## src/rtl/data_ctrl.sv

```systemverilog
// data_ctrl: byte-serial memory controller between the reorder buffer (stores)
// and the load buffer (loads). One pending slot per requestor; stores win when
// both are pending. Stores write one byte per cycle; loads issue one address
// per cycle and capture returned bytes one cycle later, then extend the result.
module data_ctrl (
   input  logic        clk_in,
   input  logic        rst_in,
   input  logic        rdy_in,
   input  logic        rob_rst_in,
   input  logic        rob_datactrl_en_in,
   input  logic [31:0] rob_datactrl_addr_in,
   input  logic [2:0]  rob_datactrl_width_in,
   input  logic [31:0] rob_datactrl_data_in,
   output logic        datactrl_rob_en_out,
   input  logic        lbuffer_datactrl_en_in,
   input  logic [31:0] lbuffer_datactrl_addr_in,
   input  logic [2:0]  lbuffer_datactrl_width_in,
   input  logic        lbuffer_datactrl_signed_in,
   output logic        datactrl_lbuffer_en_out,
   output logic [31:0] datactrl_lbuffer_data_out,
   input  logic [7:0]  mem_din,
   output logic [7:0]  mem_dout,
   output logic [31:0] mem_a,
   output logic        mem_wr
);

   typedef enum logic [2:0] {IDLE, STORE, LOAD, DONE_S, DONE_L} state_t;

   state_t      state;
   logic [1:0]  cnt;          // byte index of the memory cycle in progress
   logic [1:0]  cnt_inc;

   // pending request slots
   logic        st_pend;
   logic [31:0] st_addr;
   logic [31:0] st_data;
   logic [2:0]  st_width;
   logic        ld_pend;
   logic [31:0] ld_addr;
   logic [2:0]  ld_width;
   logic        ld_sgn;

   // operation currently owning the memory port
   logic [31:0] op_addr;
   logic [31:0] op_data;
   logic [1:0]  op_last;      // index of final byte (n-1)
   logic [2:0]  op_width;
   logic        op_signed;

   // load capture: mem_din holds byte cap_idx whenever ld_cap is set
   logic        ld_cap;
   logic        ld_tail;      // all addresses issued, waiting for last byte
   logic [1:0]  cap_idx;
   logic [31:0] ld_buf;
   logic [31:0] ld_merge;

   logic        wr_q;
   logic        rob_en_q;
   logic        lb_en_q;
   logic        launch;

   function automatic logic width_ok(input logic [2:0] w);
      return (w == 3'b001) || (w == 3'b010) || (w == 3'b100);
   endfunction

   function automatic logic [1:0] last_idx(input logic [2:0] w);
      case (w)
         3'b001:  return 2'd0;
         3'b010:  return 2'd1;
         default: return 2'd3;
      endcase
   endfunction

   function automatic logic [31:0] extend(input logic [31:0] v, input logic [2:0] w,
                                          input logic s);
      case (w)
         3'b001:  return {{24{s & v[7]}}, v[7:0]};
         3'b010:  return {{16{s & v[15]}}, v[15:0]};
         default: return v;
      endcase
   endfunction

   // next byte index and the load word with the byte on mem_din folded in
   always_comb begin
      cnt_inc = cnt + 2'd1;
      ld_merge = ld_buf;
      ld_merge[{cap_idx, 3'b000} +: 8] = mem_din;
   end

   // states in which the port is free for the next operation (a flush frees an active load)
   always_comb begin
      launch = (state == IDLE) || (state == DONE_S) || (state == DONE_L) ||
               ((state == LOAD) && rob_rst_in);
   end

   // main FSM, slots and registered memory/response outputs
   always_ff @(posedge clk_in or negedge rst_in) begin
      if (!rst_in) begin
         state     <= IDLE;
         cnt       <= 2'd0;
         st_pend   <= 1'b0;
         st_addr   <= '0;
         st_data   <= '0;
         st_width  <= '0;
         ld_pend   <= 1'b0;
         ld_addr   <= '0;
         ld_width  <= '0;
         ld_sgn    <= 1'b0;
         op_addr   <= '0;
         op_data   <= '0;
         op_last   <= 2'd0;
         op_width  <= '0;
         op_signed <= 1'b0;
         ld_cap    <= 1'b0;
         ld_tail   <= 1'b0;
         cap_idx   <= 2'd0;
         ld_buf    <= '0;
         wr_q      <= 1'b0;
         rob_en_q  <= 1'b0;
         lb_en_q   <= 1'b0;
         mem_a     <= '0;
         mem_dout  <= '0;
         datactrl_lbuffer_data_out <= '0;
      end else if (rdy_in) begin
         rob_en_q <= 1'b0;
         lb_en_q  <= 1'b0;

         case (state)
            STORE: begin
               if (cnt == op_last) begin
                  state    <= DONE_S;
                  wr_q     <= 1'b0;
                  rob_en_q <= 1'b1;
               end else begin
                  cnt      <= cnt_inc;
                  mem_a    <= op_addr + {30'd0, cnt_inc};
                  mem_dout <= op_data[{cnt_inc, 3'b000} +: 8];
               end
            end
            LOAD: begin
               if (!rob_rst_in) begin
                  if (ld_cap) ld_buf <= ld_merge;
                  if (ld_tail) begin
                     state   <= DONE_L;
                     lb_en_q <= 1'b1;
                     ld_cap  <= 1'b0;
                     ld_tail <= 1'b0;
                     datactrl_lbuffer_data_out <= extend(ld_merge, op_width, op_signed);
                  end else begin
                     ld_cap  <= 1'b1;
                     cap_idx <= cnt;
                     if (cnt == op_last) begin
                        ld_tail <= 1'b1;
                     end else begin
                        cnt   <= cnt_inc;
                        mem_a <= op_addr + {30'd0, cnt_inc};
                     end
                  end
               end
            end
            default: ;
         endcase

         if (launch) begin
            cnt     <= 2'd0;
            ld_cap  <= 1'b0;
            ld_tail <= 1'b0;
            if (st_pend) begin
               state    <= STORE;
               st_pend  <= 1'b0;
               op_addr  <= st_addr;
               op_data  <= st_data;
               op_last  <= last_idx(st_width);
               op_width <= st_width;
               wr_q     <= 1'b1;
               mem_a    <= st_addr;
               mem_dout <= st_data[7:0];
            end else if (ld_pend && !rob_rst_in) begin
               state     <= LOAD;
               ld_pend   <= 1'b0;
               op_addr   <= ld_addr;
               op_last   <= last_idx(ld_width);
               op_width  <= ld_width;
               op_signed <= ld_sgn;
               ld_buf    <= '0;
               wr_q      <= 1'b0;
               mem_a     <= ld_addr;
            end else begin
               state <= IDLE;
               wr_q  <= 1'b0;
            end
         end

         // a flush kills any queued load, including one arriving this cycle
         if (rob_rst_in) ld_pend <= 1'b0;

         if (rob_datactrl_en_in && width_ok(rob_datactrl_width_in)) begin
            st_pend  <= 1'b1;
            st_addr  <= rob_datactrl_addr_in;
            st_data  <= rob_datactrl_data_in;
            st_width <= rob_datactrl_width_in;
         end

         if (lbuffer_datactrl_en_in && width_ok(lbuffer_datactrl_width_in) && !rob_rst_in) begin
            ld_pend  <= 1'b1;
            ld_addr  <= lbuffer_datactrl_addr_in;
            ld_width <= lbuffer_datactrl_width_in;
            ld_sgn   <= lbuffer_datactrl_signed_in;
         end
      end
   end

   // a stalled cycle never writes and never counts as a completion pulse
   always_comb begin
      mem_wr                  = wr_q & rdy_in;
      datactrl_rob_en_out     = rob_en_q & rdy_in;
      datactrl_lbuffer_en_out = lb_en_q & rdy_in;
   end

endmodule

```

## config.mk

```make
export PLATFORM = sky130hd
export DESIGN_NAME = data_ctrl
export DESIGN_NICKNAME = d
export VERILOG_FILES = /design/src/rtl/data_ctrl.sv
export SDC_FILE = /design/constraint.sdc
export NUM_CORES = 1
export LEC_CHECK = 0
export BUFFER_PORTS_ARGS = -buffer_cell sky130_fd_sc_hd__buf_2
export CELL_PAD_IN_SITES_DETAIL_PLACEMENT = 0
export CELL_PAD_IN_SITES_GLOBAL_PLACEMENT = 1
export CORE_ASPECT_RATIO = 2
export CORE_MARGIN = 2
export CORE_UTILIZATION = 43
export CTS_BUF_LIST = sky130_fd_sc_hd__clkbuf_8
export CTS_CLUSTER_DIAMETER = 120
export CTS_CLUSTER_SIZE = 12
export DETAILED_ROUTE_END_ITERATION = 16
export PLACE_DENSITY = 0.87
export SETUP_SLACK_MARGIN = 0.02
export SYNTH_ARGS = -nofsm -noshare
export SYNTH_HDL_FRONTEND = slang
export SYNTH_SLANG_ARGS = --single-unit
```

## constraint.sdc

```tcl
create_clock -name clk_in -period 2.85 [get_ports clk_in]
set_input_delay 0.1425 -clock clk_in [delete_from_list [all_inputs] [get_ports clk_in]]
set_output_delay 0.1425 -clock clk_in [all_outputs]
set_load 0.1 [all_outputs]
```

==> flow_summary.toml <==
[outcome]
outcome = "finished, final reports clean"

[worst_setup_path]
path_class = "reg -> reg"
reg2reg_from = "cnt[0]$_DFFE_PN0P_"
r2r_end = "mem_a[22]$_DFFE_PN0P_"
r2r_cells = 8
cp-end-kind = "flip-flop"
arrival_ps = 3020
critPathTopFamily = "simple AND/OR/NAND/NOR gates"
crit_buf_inv = 1
critical-path-slowest-cell = "fa_1"
cp.required_ps = 3330
rrSetupSlack_ps = 310
slowest_delay_ps = 440
startpoint_type = "flip-flop"
worstPathCellList = "xor2_1 -> inv_1 -> fa_1 -> and4b_1 -> and2_2 -> nand3_1 -> xnor2_1 -> a221o_1"
critPathMaxFanout = 8

[grt]
antenna_found_initial = 0
grt_max_degree = 81
grt_pass1_vias = 10200
gr-total-overflow = 0
track_usage = 0.203
grt_pass1_wl_um = 53200

[synth]
synth-main-ff-cell = "dfrtp_1"
synth_top_cell_area_share = 0.549
synth_top_area_cell = "dfrtp_1"
syn_inst = 1105
yosys_warnings = 0
ys_ff_latch = 291
syn_nets = 1230
synth-edff-count = 0
ys_seq_area_frac = 0.549
postSynth.asyncResetShare = 1.00
synth_area_um2 = 13300
synth_cell_types = 68
synthTopCellsByArea = "dfrtp_1 (55%), mux2_2 (8.6%), mux2_1 (3.7%)"
syn-mean-instance-area_um2 = 12.0

[floorplan]
die_height_um = 252
chipWidth_um = 128
initial_core_util = 0.433
rows = 91
pin_count = 192
die_area_um2 = 32300
core-area_um2 = 30600

[place]
port_buffers = 191
routabilityCongestion = 0.885
place_area_um2 = 14700
dpl.hpwl_um = 21600

[clock_tree]
clockRootBuffer = "clkbuf_8"
clkTransAtPathRegs_ps = 90
clk_path_buf_depth = 3
cts-htree-levels = 1
cts_sinks = 291
cts_setup_buffers = 0
cts_buffers = 28
insertion_delay_ps = 600
cts_tree = "done"

[sta]
period_share = 0.892
hold_viol = 0
min_period_ps = 2540
timing.slew.headroom = 0.377
finalSetupViolCount = 0
hold_ws_ps = 113
rsz0062_at_grt = "false"
tightest_slew_ps = 934
fin_worst_skew_ps = 19.5
drv_slew = 0
tns_ps = 0
clock.fmax_mhz = 393

[routing]
drt_iter0_drc = 519
num_vias = 9749
wl_um = 32500
routedWlPerCell_um = 18.3
ant_nets = 0
drt_pass1_iterations = 5
routed_via_density = 5.49
drc = 0

[cells_and_area]
fill_cells = 2568
nNetsFinal = 1527
n_antenna_cell = 0
syn2layout_area_growth_pct = 22.3
drive_gt1_frac = 0.272
fin_area_um2 = 16200

[flow_run]
max-cap-violations = 0

[pwr]
p_per_area_nw_per_um2 = 1080
leakage_nw = 7.49
worst_ir_drop_vdd_uv = 573

[hold_path]
hold_path_class = "in -> async"
through the flow:
step	power, mW	util	setup WS [ps]	std cells
global placement	14.9	0.478	236	1630
detailed placement	15.1	0.478	207	1630
finish	17.4	0.529	308	1775
CTS	17.6	0.529	183	1775
floorplan	13.2	-	33.7	1105
global route	18.5	0.529	130	1775
cell usage after synthesis (16+ instances only):
cell type	number
dfrtp_1	291
mux2_2	101
nor2_1	94
nand2_1	71
a21oi_1	49
nor2b_1	44
mux2_1	43
buf_2	34
a211oi_1	26
mux2i_1	26
o22a_1	25
clkbuf_1	23
a221o_1	21
xor2_1	20
a21o_1	19
xnor2_1	17
a22oi_1	16
layout make-up:
type | instances | area [um^2] | area share
clock buffers | 29 | 399 | 0.0246
well taps | 372 | 465 | 0.0287
clock inverters | 2 | 15.0 | 0.000926
multi-input cells | 731 | 5620 | 0.347
inverters | 15 | 56.3 | 0.00347
flip-flops and latches | 291 | 7280 | 0.449
repair buffers | 335 | 2370 | 0.146
timing repair:
| item | CTS | global route |
|---|---|---|
| gates resized for setup | 0 | 1 |
| hold buffers | 114 | 0 |
| hold endpoints to repair | 261 | 0 |
| setup endpoints to repair | 0 | 2 |
sequential cells by signal, indices dropped and copies added (netlist names), 2 cells and up:
register / flops
st_data: 32
op_width: 3
ld_addr: 32
st_width: 3
mem_dout: 8
ld_buf: 32
mem_a: 32
datactrl_lbuffer_data_out: 32
op_addr: 32
state: 3
op_data: 32
op_last: 2
ld_width: 3
st_addr: 32
cap_idx: 2
cnt: 2
kinds of logic (layout without fill, tap and decap cells):
| family | after synthesis | count (layout) | share of synthesized area |
|---|---|---|---|
| xor gates and xnor gates | 37 | 37 | 0.0245 |
| AOI/OAI and AO/OA | 228 | 228 | 0.127 |
| adders and majority gates | 8 | 8 | 0.00812 |
| DFF | 291 | 291 | 0.549 |
| buffers and inverters | 83 | 381 | 0.0295 |
| muxes | 178 | 178 | 0.156 |
| and+or+nand+nor | 280 | 280 | 0.106 |
power by group:
group	switching [mW]	total, mW	internal, mW
registers	1.07	6.70	5.62
clock network	1.39	2.30	0.913
logic	5.70	8.44	2.74
metal layers:
metal / global-route usage / vias up / share of wire
met2: 0.346 / 288 / 0.50
met3: 0.0282 / 49 / 0.051
li1: - / 4537 / -
met5: 0 / - / 0
met4: 0.0615 / 0 / 0.020
met1: 0.270 / 4875 / 0.43
how the worst max path moves through the flow:
stage | from | to | slack (ps) | cells after the start
3_5_place_dp | cnt[0]$_DFFE_PN0P_ | mem_a[22]$_DFFE_PN0P_ | 210 | 8
5_1_grt | cnt[0]$_DFFE_PN0P_ | mem_a[22]$_DFFE_PN0P_ | 130 | 8
3_3_place_gp | cnt[0]$_DFFE_PN0P_ | mem_a[20]$_DFFE_PN0P_ | 240 | 8
6_report | cnt[0]$_DFFE_PN0P_ | mem_a[22]$_DFFE_PN0P_ | 310 | 8
4_1_cts | cnt[0]$_DFFE_PN0P_ | mem_a[22]$_DFFE_PN0P_ | 180 | 8
2_1_floorplan | cnt[0]$_DFFE_PN0P_ | mem_a[22]$_DFFE_PN0P_ | 30 | 11
placed cells by master (no fill, tap or decap), drive strengths merged, types with 26 or more instances in the layout:
cell and instances:
dlygate4sd3 114, mux2 144, nor2b 44, a211oi 27, buf 221, nor2 98, clkbuf 29, a21oi 49
dfrtp 291, mux2i 26, nand2 72
No activity file was read; power rests on OpenSTA's default activity.
